## src/rtl/mips_pkg.sv

```systemverilog
// Shared MIPS core definitions: reset defaults, field widths and the opcodes
// used by the fetch stage and the main control decoder.
package mips_pkg;

    localparam int unsigned OPCODE_W = 6;
    localparam int unsigned JIDX_W   = 26;

    localparam logic [31:0] DEF_RESET_PC  = 32'h0000_0000;
    localparam logic [31:0] DEF_NOP_INSTR = 32'h0000_0000;  // sll $0,$0,0

    localparam logic [OPCODE_W-1:0] OP_RTYPE = 6'b000000;
    localparam logic [OPCODE_W-1:0] OP_J     = 6'b000010;
    localparam logic [OPCODE_W-1:0] OP_BEQ   = 6'b000100;
    localparam logic [OPCODE_W-1:0] OP_BNE   = 6'b000101;

    // Pseudo-direct j target: upper nibble of the delay-slot PC plus word index.
    function automatic logic [31:0] calcJumpTarget(input logic [31:0] pcPlus4,
                                                   input logic [31:0] instr);
        return {pcPlus4[31:28], instr[JIDX_W-1:0], 2'b00};
    endfunction

endpackage

```

## src/rtl/if_id_reg.sv

```systemverilog
// IF/ID pipeline register: load a fetched instruction, hold it, or clear it to
// a NOP bubble. clear takes priority over load.
module if_id_reg
    import mips_pkg::*;
#(
    parameter logic [31:0] NOP_INSTR = DEF_NOP_INSTR
) (
    input  logic        clk,
    input  logic        rstN,
    input  logic        load,
    input  logic        clear,
    input  logic [31:0] instrIn,
    input  logic [31:0] pcPlus4In,
    output logic [31:0] idInstr,
    output logic [31:0] idPcPlus4,
    output logic        idValid
);

    always_ff @(posedge clk or negedge rstN) begin
        if (!rstN) begin
            idInstr   <= NOP_INSTR;
            idPcPlus4 <= '0;
            idValid   <= 1'b0;
        end else if (clear) begin
            idInstr   <= NOP_INSTR;
            idPcPlus4 <= '0;
            idValid   <= 1'b0;
        end else if (load) begin
            idInstr   <= instrIn;
            idPcPlus4 <= pcPlus4In;
            idValid   <= 1'b1;
        end
    end

endmodule

```

## src/rtl/if_id_stage.sv

```systemverilog
// Instruction fetch stage with PC, next-PC select and IF/ID register.
// Optional fetch/bubble counters are enabled by defining FETCH_PERF_CNT_EN.
module if_id_stage
    import mips_pkg::*;
#(
    parameter logic [31:0] RESET_PC  = DEF_RESET_PC,
    parameter logic [31:0] NOP_INSTR = DEF_NOP_INSTR
) (
    input  logic                clk,
    input  logic                rstN,
    input  logic                stall,
    input  logic                flush,
    input  logic                branchTaken,
    input  logic [31:0]         branchTarget,
    input  logic                jump,
    output logic [31:0]         imemAddr,
    input  logic [31:0]         imemData,
    output logic [31:0]         pc,
    output logic [31:0]         idInstr,
    output logic [31:0]         idPcPlus4,
    output logic                idValid,
    output logic [OPCODE_W-1:0] opCode
`ifdef FETCH_PERF_CNT_EN
    ,
    output logic [31:0]         fetchCount,
    output logic [31:0]         bubbleCount
`endif
);

    logic [31:0] pcPlus4;
    logic [31:0] jumpTarget;
    logic        takeJump;
    logic        idClear;
    logic        idLoad;

    assign pcPlus4    = pc + 32'd4;
    assign jumpTarget = calcJumpTarget(idPcPlus4, idInstr);
    // A bubble never redirects, and a stalled jump waits in ID until released.
    assign takeJump   = jump && idValid && !stall;
    assign idClear    = branchTaken || takeJump || flush;
    assign idLoad     = !idClear && !stall;

    assign imemAddr = pc;
    assign opCode   = idInstr[31:26];

    always_ff @(posedge clk or negedge rstN) begin
        if (!rstN) begin
            pc <= RESET_PC;
        end else if (branchTaken) begin
            pc <= branchTarget & ~32'h3;
        end else if (takeJump) begin
            pc <= jumpTarget;
        end else if (!stall) begin
            pc <= pcPlus4;
        end
    end

    if_id_reg #(
        .NOP_INSTR(NOP_INSTR)
    ) u_ifIdReg (
        .clk      (clk),
        .rstN     (rstN),
        .load     (idLoad),
        .clear    (idClear),
        .instrIn  (imemData),
        .pcPlus4In(pcPlus4),
        .idInstr  (idInstr),
        .idPcPlus4(idPcPlus4),
        .idValid  (idValid)
    );

`ifdef FETCH_PERF_CNT_EN
    always_ff @(posedge clk or negedge rstN) begin
        if (!rstN) begin
            fetchCount  <= '0;
            bubbleCount <= '0;
        end else begin
            if (idLoad)  fetchCount  <= fetchCount + 32'd1;
            if (idClear) bubbleCount <= bubbleCount + 32'd1;
        end
    end
`endif

endmodule

```

## config.mk

```make
export PLATFORM = sky130hd
export DESIGN_NAME = if_id_stage
export DESIGN_NICKNAME = d
export VERILOG_FILES = /design/src/rtl/mips_pkg.sv /design/src/rtl/if_id_reg.sv /design/src/rtl/if_id_stage.sv
export SDC_FILE = /design/constraint.sdc
export NUM_CORES = 1
export LEC_CHECK = 0
export ABC_CLOCK_PERIOD_IN_PS = 2400
export CAP_MARGIN = 20
export CORE_UTILIZATION = 43
export DETAILED_ROUTE_END_ITERATION = 10
export PLACE_DENSITY = 0.93
export REMOVE_ABC_BUFFERS = 1
export SETUP_SLACK_MARGIN = 0.15
export SLEW_MARGIN = 30
export SYNTH_ARGS = -nofsm -noshare
export SYNTH_HDL_FRONTEND = slang
export SYNTH_SLANG_ARGS = --single-unit
export TNS_END_PERCENT = 20
```

## constraint.sdc

```tcl
create_clock -name clk -period 2.4 [get_ports clk]
set_input_delay 0.48 -clock clk [delete_from_list [all_inputs] [get_ports clk]]
set_output_delay 0.48 -clock clk [all_outputs]
set_load 0.01 [all_outputs]
```

==> flow_summary.json, run 1 <==
{
  "status": "completed",
  "dpl_cell_area_um2": 6930,
  "synth.top_cell.area_share": 0.475,
  "netSwitchingFraction": 0.279,
  "min_path_type": "primary input to asynchronous set/reset pin",
  "vias_per_cell": 5.84,
  "p_int_mw": 3.00,
  "dp_cells": 820,
  "syn_avg_cell_area_um2": 9.43,
  "rrSetupSlack_ns": 0.22,
  "diodes": 0,
  "leakagePower_nw": 3.03,
  "ys_types": 52,
  "drive_gt1_frac": 0.0918,
  "insertion_delay_ns": 0.35,
  "grt_antenna_before_repair": 0,
  "crit_type": "flip-flop to flip-flop",
  "period_needed_ns": 2.18,
  "die_w_um": 109,
  "nets": 763,
  "drc_errors": 0,
  "finalWorstSetupSlack_ns": 0.216,
  "die_h_um": 109,
  "cts_tree": "built",
  "root_buffer": "clkbuf_16",
  "cts.path.max_buffers": 2,
  "synth_edf_count": 0,
  "place_congestion": 0.906,
  "pwr-share-comb": 0.225,
  "place_ws_ns": 0.110,
  "syn_to_final_growth_pct": 48.1,
  "cts.clk_slew.worst_paths_ns": 0.06,
  "totalPowerFinal_mw": 4.15,
  "crit_path_end_kind": "flip-flop",
  "ff2ff_path_depth": 5,
  "reg2reg_to": "imemAddr[22]",
  "synth_cells": 519,
  "rsz0062_at_grt": "true",
  "track_usage": 0.283,
  "routedWlPerCell_um": 19.4,
  "period_share": 0.910,
  "synth_area_leaders": "dfrtp_1, a22o_1, buf_4",
  "cts_sinks": 93,
  "core_area_um2": 11000,
  "grt_pass1_wl_um": 25600,
  "rows": 38,
  "maxSlewHeadroom": 0.543,
  "first_global_vias": 5018,
  "final_core_util": 0.660,
  "p_sw_mw": 1.16,
  "crit_arrival_ns": 2.41,
  "final_max_slew_viol_count": 0,
  "postCtsHoldBufs": 0,
  "wirelength_um": 16200,
  "port_buffers": 196,
  "startpoint_type": "flip-flop",
  "synth-seq-area-share": 0.475,
  "worstPathMaxFanout": 7,
  "grt_max_degree": 57,
  "antenna_left": 0,
  "fin_cells": 837,
  "fmax_mhz": 458,
  "hold_viol_final": 0,
  "synth_top_area_cell": "dfrtp_1",
  "start_util": 0.446,
  "cts_made_buffers": 9,
  "ys_async_sr_fraction": 1.00,
  "synthFlopType": "dfrtp_1",
  "skew_ns": 0.00976,
  "worst_ir_drop_vdd_mv": 0.289,
  "critical_path_required_ns": 2.62,
  "drtIter0Drc": 260,
  "die-area_um2": 11800,
  "hpwl_um": 11600,
  "yosys_warnings": 0,
  "cap_violations": 0,
  "vias": 4890,
  "regToRegStartpoint": "imemAddr[18]",
  "first_pass_iters": 5,
  "ys_ff_latch": 93,
  "final_design_area_no_fill_um2": 7250,
  "p_seq_frac": 0.430,
  "power_frac_clock": 0.345,
  "io_pins": 205,
  "setup_viol": 0,
  "tightest_slew_ns": 0.686,
  "grt_overflow_total": 0,
  "synth_area_um2": 4900,
  "htreeDepth": 3,
  "powerDensity_nw_per_um2": 573
}
[synthesized netlist by cell type (4+ instances only)]
cell type and instances:
buf_1 5, a31oi_1 7, and2_1 4, buf_4 43, o211ai_1 6, nor4_1 8
a21oi_1 16, nand2_1 73, nor3b_1 4, a22o_1 45, o21ai_0 40, xor2_1 10
and3_1 4, clkbuf_1 25, o221ai_1 11, a22oi_1 5, nor3_1 11, xnor2_1 11
nand3_1 9, nand4_1 12, dfrtp_1 93, nor2_1 26, inv_1 8
[timing repair]
action | 4_1_cts | 5_1_grt
endpoints found under the setup margin | 0 | 8
buffers inserted | 0 | 1
resized for setup | 0 | 5
[routing by layer]
layer / track usage / part of all wire / wire length [um]
met1: 0.334 / 0.38 / 6100
met2: 0.472 / 0.50 / 8090
met5: 0 / 0 / 0
met3: 0.0628 / 0.085 / 1380
met4: 0.172 / 0.041 / 670
[registers in the layout, summed over array words and instances, names as in the netlist]
| name | cells |
|---|---|
| u_ifIdReg.idValid | 1 |
| imemAddr | 30 |
| u_ifIdReg.idPcPlus4 | 30 |
| u_ifIdReg.idInstr | 32 |
[logic make-up after synthesis]
group	synth area share
adders and majority gates	0.00256
muxes	0.00613
AOI/OAI and AO/OA	0.216
DFF	0.475
other	0.000766
xor gates and xnor gates	0.0376
and+or+nand+nor	0.166
buffers and inverters	0.0961
[layout by cell type, fill, tap and decap left out, types with 4 or more instances in the layout]
master | netlist | layout
buf_4 | 43 | 32
and3_1 | 4 | 4
clkbuf_16 | 0 | 9
a22oi_1 | 5 | 5
a22o_1 | 45 | 45
conb_1 | 1 | 6
nor3b_1 | 4 | 4
a21oi_1 | 16 | 16
dfrtp_1 | 93 | 92
xor2_1 | 10 | 10
nand2_1 | 73 | 73
o211ai_1 | 6 | 6
nor3_1 | 11 | 11
o21ai_0 | 40 | 40
xnor2_1 | 11 | 11
nor4_1 | 8 | 8
o221ai_1 | 11 | 11
nand4_1 | 12 | 12
inv_1 | 8 | 8
clkdlybuf4s50_1 | 0 | 194
and2_1 | 4 | 4
nor2_1 | 26 | 23
nand3_1 | 9 | 8
a31oi_1 | 7 | 7
buf_12 | 0 | 4
[worst max-delay path by stage]
stage / to / cells past startpoint / from
after floorplan: u_ifIdReg.idPcPlus4[17] / 5 / stall
after global placement: imemAddr[31] / 6 / stall
after detailed placement: imemAddr[31] / 6 / stall
after CTS: imemAddr[22] / 6 / imemAddr[2]
after global routing: imemAddr[22] / 7 / imemAddr[2]
final: imemAddr[22] / 5 / imemAddr[18]
[critical path, cell delays in order (launching register included)]
cell and delay (ns):
dfrtp_1 0.47, nand2_1 0.24, or4_4 0.62, or4_1 0.48
a21oi_1 0.17, o21ai_1 0.08
[power groups by stage]
stage                     clock network [mW]  logic (mW)  registers [mW]
final                                   1.43       0.936            1.78
after global placement                     0       0.899            1.80
after global routing                    1.50        1.00            1.80
after CTS                               1.44       0.933            1.78
after detailed placement                   0       0.927            1.81
after floorplan                            0       0.249            1.86
[final cells by class]
class / count / area, um2
flip-flops and latches: 93 / 2330
multi-input cells: 349 / 2160
fillers: 820 / 3730
clock inverters: 4 / 47.5
clock buffers: 12 / 246
well taps: 140 / 175
inverters: 8 / 30.0
repair buffers: 231 / 2270
[through the flow]
step / setup TNS [ns] / hold slack [ns]
final: 0 / 0.170
after global routing: 0 / 0.220
after CTS: 0 / 0.196
after detailed placement: 0 / 0.479
after global placement: 0 / 0.466
after floorplan: -43.01 / 0.184
(Power assumes the default switching activity.)
==> run 2, diff against run 1 <==
--- a/config.mk
+++ b/config.mk
@@ -5,15 +5,15 @@
 export SDC_FILE = /design/constraint.sdc
 export NUM_CORES = 1
 export LEC_CHECK = 0
-export ABC_CLOCK_PERIOD_IN_PS = 2400
 export CAP_MARGIN = 20
-export CORE_UTILIZATION = 43
+export CORE_UTILIZATION = 45
 export DETAILED_ROUTE_END_ITERATION = 10
-export PLACE_DENSITY = 0.93
+export PLACE_DENSITY = 0.94
 export REMOVE_ABC_BUFFERS = 1
 export SETUP_SLACK_MARGIN = 0.15
 export SLEW_MARGIN = 30
 export SYNTH_ARGS = -nofsm -noshare
 export SYNTH_HDL_FRONTEND = slang
+export SYNTH_HIERARCHICAL = 1
 export SYNTH_SLANG_ARGS = --single-unit
 export TNS_END_PERCENT = 20
==> run 2 against run 1 <==
The run now ends with design-rule violations left. Maximum frequency down 0.63%. Via count increased by 4.3%. Power fell by 4.4%. Die area increased by 5.5%. Hold slack improved by 0.35 ns. First-iteration DRC count up 71%. Sequential share of layout area down 1.0 points. Critical path depth unchanged. Final cell count rose by 5.1%. Highest routed layer unchanged.
==> flow_summary.json, run 2 <==
{
  "track_usage": 0.276,
  "tns_ns": 0,
  "synth_cells": 565,
  "first_pass_iters": 8,
  "netSwitchingFraction": 0.283,
  "multi_input_area_um2": 2520,
  "root_buffer": "clkbuf_16",
  "drt-met1-wl_um": 6380,
  "crit_arrival_ns": 2.42,
  "synth_top_area_cell": "dfrtp_1",
  "fin_cells": 880,
  "drc_errors": 13,
  "powerDensity_nw_per_um2": 520,
  "synth_edf_count": 0,
  "hold_viol_final": 0,
  "p_int_mw": 2.85,
  "synthXorXnorAreaFrac": 0.0453,
  "hpwl_um": 12000,
  "synth_area_um2": 5410,
  "crit_type": "flip-flop to flip-flop",
  "grt_pass1_wl_um": 27100,
  "synth.top_cell.area_share": 0.439,
  "die-area_um2": 12500,
  "syn_avg_cell_area_um2": 9.58,
  "final_design_area_no_fill_um2": 7640,
  "crit_path_cell_trace": "nand4_4 -> or4_4 -> nor4_2 -> xor2_1 -> a221o_1",
  "grt_antenna_before_repair": 0,
  "ff2ff_path_depth": 5,
  "rsz0062_at_grt": "true",
  "htreeDepth": 3,
  "leakagePower_nw": 3.15,
  "yosysMostFrequentCell": "dfrtp_1",
  "place_congestion": 0.840,
  "grt_overflow_total": 0,
  "worstPathMaxFanout": 6,
  "wirelength_um": 16900,
  "p_sw_mw": 1.12,
  "cts_made_buffers": 9,
  "die_w_um": 112,
  "crit_path_top_delay_cell": "or4_4",
  "drive_gt1_frac": 0.0909,
  "seq_area_um2": 2380,
  "vias_per_cell": 5.79,
  "violations": "design-rule violations",
  "grt_max_degree": 66,
  "regToRegStartpoint": "imemAddr[8]",
  "synth_compound_area_frac": 0.117,
  "syn_to_final_growth_pct": 41.2,
  "die_h_um": 112,
  "insertion_delay_ns": 0.35,
  "fmax_mhz": 455,
  "io_pins": 205,
  "whs_path_depth": 2,
  "cts.path.max_buffers": 2,
  "final_max_slew_viol_count": 0,
  "cap_violations": 0,
  "wl_met3_um": 1300,
  "tightest_slew_ns": 0.627,
  "yosys_warnings": 6,
  "p_seq_frac": 0.448,
  "dr.max_layer_used": "met4",
  "period_share": 0.916,
  "synthTopCellsByCount": "dfrtp_1, nor2_1, mux2i_1",
  "cts_sinks": 95,
  "core_area_um2": 11600,
  "period_needed_ns": 2.20,
  "status": "finished with violations",
  "dpl_cell_area_um2": 7360,
  "reg2reg_to": "imemAddr[31]",
  "layout_common_cells": "clkdlybuf4s50_1, dfrtp_1, nor2_1",
  "min-delay-start": "u_ifIdReg/idPcPlus4[1]",
  "synth.mux.area_fraction": 0.124,
  "port_buffers": 198,
  "critical_path_required_ns": 2.63,
  "maxSlewHeadroom": 0.582,
  "crit_path_end_kind": "flip-flop",
  "synthAdderAreaFrac": 0.00231,
  "synth_top_family_by_area": "simple AND/OR/NAND/NOR gates",
  "synth-seq-area-share": 0.439,
  "layout_commonest_cell": "clkdlybuf4s50_1",
  "ys_ff_latch": 95,
  "ys_types": 50,
  "vias": 5099,
  "startpoint_type": "flip-flop",
  "cts_setup_buffers": 0,
  "ys_async_sr_fraction": 1.00,
  "synthFlopType": "dfrtp_1",
  "synth-simple-area-share": 0.170,
  "rrSetupSlack_ns": 0.20,
  "dp_cells": 863,
  "start_util": 0.468,
  "nets": 803,
  "setup_viol": 0,
  "slowest_delay_ns": 0.64,
  "hold_end": "u_ifIdReg/idPcPlus4[1]",
  "diodes": 0,
  "first_global_vias": 5320,
  "drtIter0Drc": 445,
  "fillers": 861,
  "worst_ir_drop_vdd_mv": 0.281,
  "pwr-share-comb": 0.220,
  "cts_tree": "built",
  "power_frac_clock": 0.332,
  "skew_ns": 0.00837,
  "synth_area_leaders": "dfrtp_1, mux2i_1, nor2_1",
  "rows": 39,
  "min_path_type": "flip-flop to flip-flop",
  "routedWlPerCell_um": 19.2,
  "wl_met2_um": 8640,
  "antenna_left": 0,
  "cts.clk_slew.worst_paths_ns": 0.07
}
[run 2: cells by family (layout without fill, tap and decap cells)]
logic type               count (synthesis)  count (layout)
other                                    1               6
flip-flops                              95              95
XOR/XNOR                                28              28
buffers and inverters                   85             252
adder cells (fa/ha/maj)                  1               1
multiplexers                            67              67
AO/OA/AOI/OAI                           94              94
AND/OR/NAND/NOR                        194             194
[run 2: power by group through the flow]
| stage | logic, mW | registers, mW | clock network [mW] |
|---|---|---|---|
| CTS | 0.871 | 1.78 | 1.33 |
| detailed placement | 0.864 | 1.81 | 0 |
| global placement | 0.836 | 1.80 | 0 |
| floorplan | 0.295 | 1.85 | 0 |
| finish | 0.873 | 1.78 | 1.32 |
| global route | 0.932 | 1.79 | 1.40 |
[run 2: worst max-delay path by stage]
stage	start	endpoint	slack (ns)	depth (start not counted)
2_1_floorplan	jump	u_ifIdReg/idInstr[0]	-8.00	4
3_3_place_gp	jump	u_ifIdReg/idInstr[3]	0.22	7
3_5_place_dp	jump	u_ifIdReg/idPcPlus4[15]	0.16	7
4_1_cts	imemAddr[8]	imemAddr[18]	0.19	6
5_1_grt	imemAddr[8]	imemAddr[31]	0.11	5
6_report	imemAddr[8]	imemAddr[31]	0.20	5
[run 2: repair_timing]
action / 4_1_cts / 5_1_grt
hold buffers: 1 / 0
endpoints found under the hold margin: 12 / 0
setup endpoints to repair: 0 / 7
gates resized for setup: 0 / 2
[run 2: per-stage QoR]
stage	hold WS [ns]	total power, mW	utilization	setup WS, ns
final	0.519	3.97	0.661	0.202
after global routing	0.543	4.12	0.661	0.110
after CTS	0.525	3.98	0.660	0.185
after detailed placement	0.352	2.67	0.636	0.157
after global placement	0.354	2.63	0.636	0.223
after floorplan	0.184	2.15	-	-8.00
[run 2: cell type report]
type                       count  area share
clock buffer                  13      0.0314
clock inverter                 3     0.00262
inverter                       5     0.00246
multi-input combinational    390       0.330
sequential                    95       0.311
tap                          143      0.0234
timing repair buffer         231       0.299
[run 2: metal layers]
layer	global-route usage	vias to the layer above
li1	-	2254
met1	0.321	2480
met2	0.483	305
met3	0.0566	60
met4	0.135	0
met5	0	-
[run 2: worst max-delay path: cells and delay by family, from the launching register on]
family	cells	cell delay, ns
XOR/XNOR	1	0.14
flip-flops	1	0.50
AO/OA/AOI/OAI	1	0.32
AND/OR/NAND/NOR	3	1.13
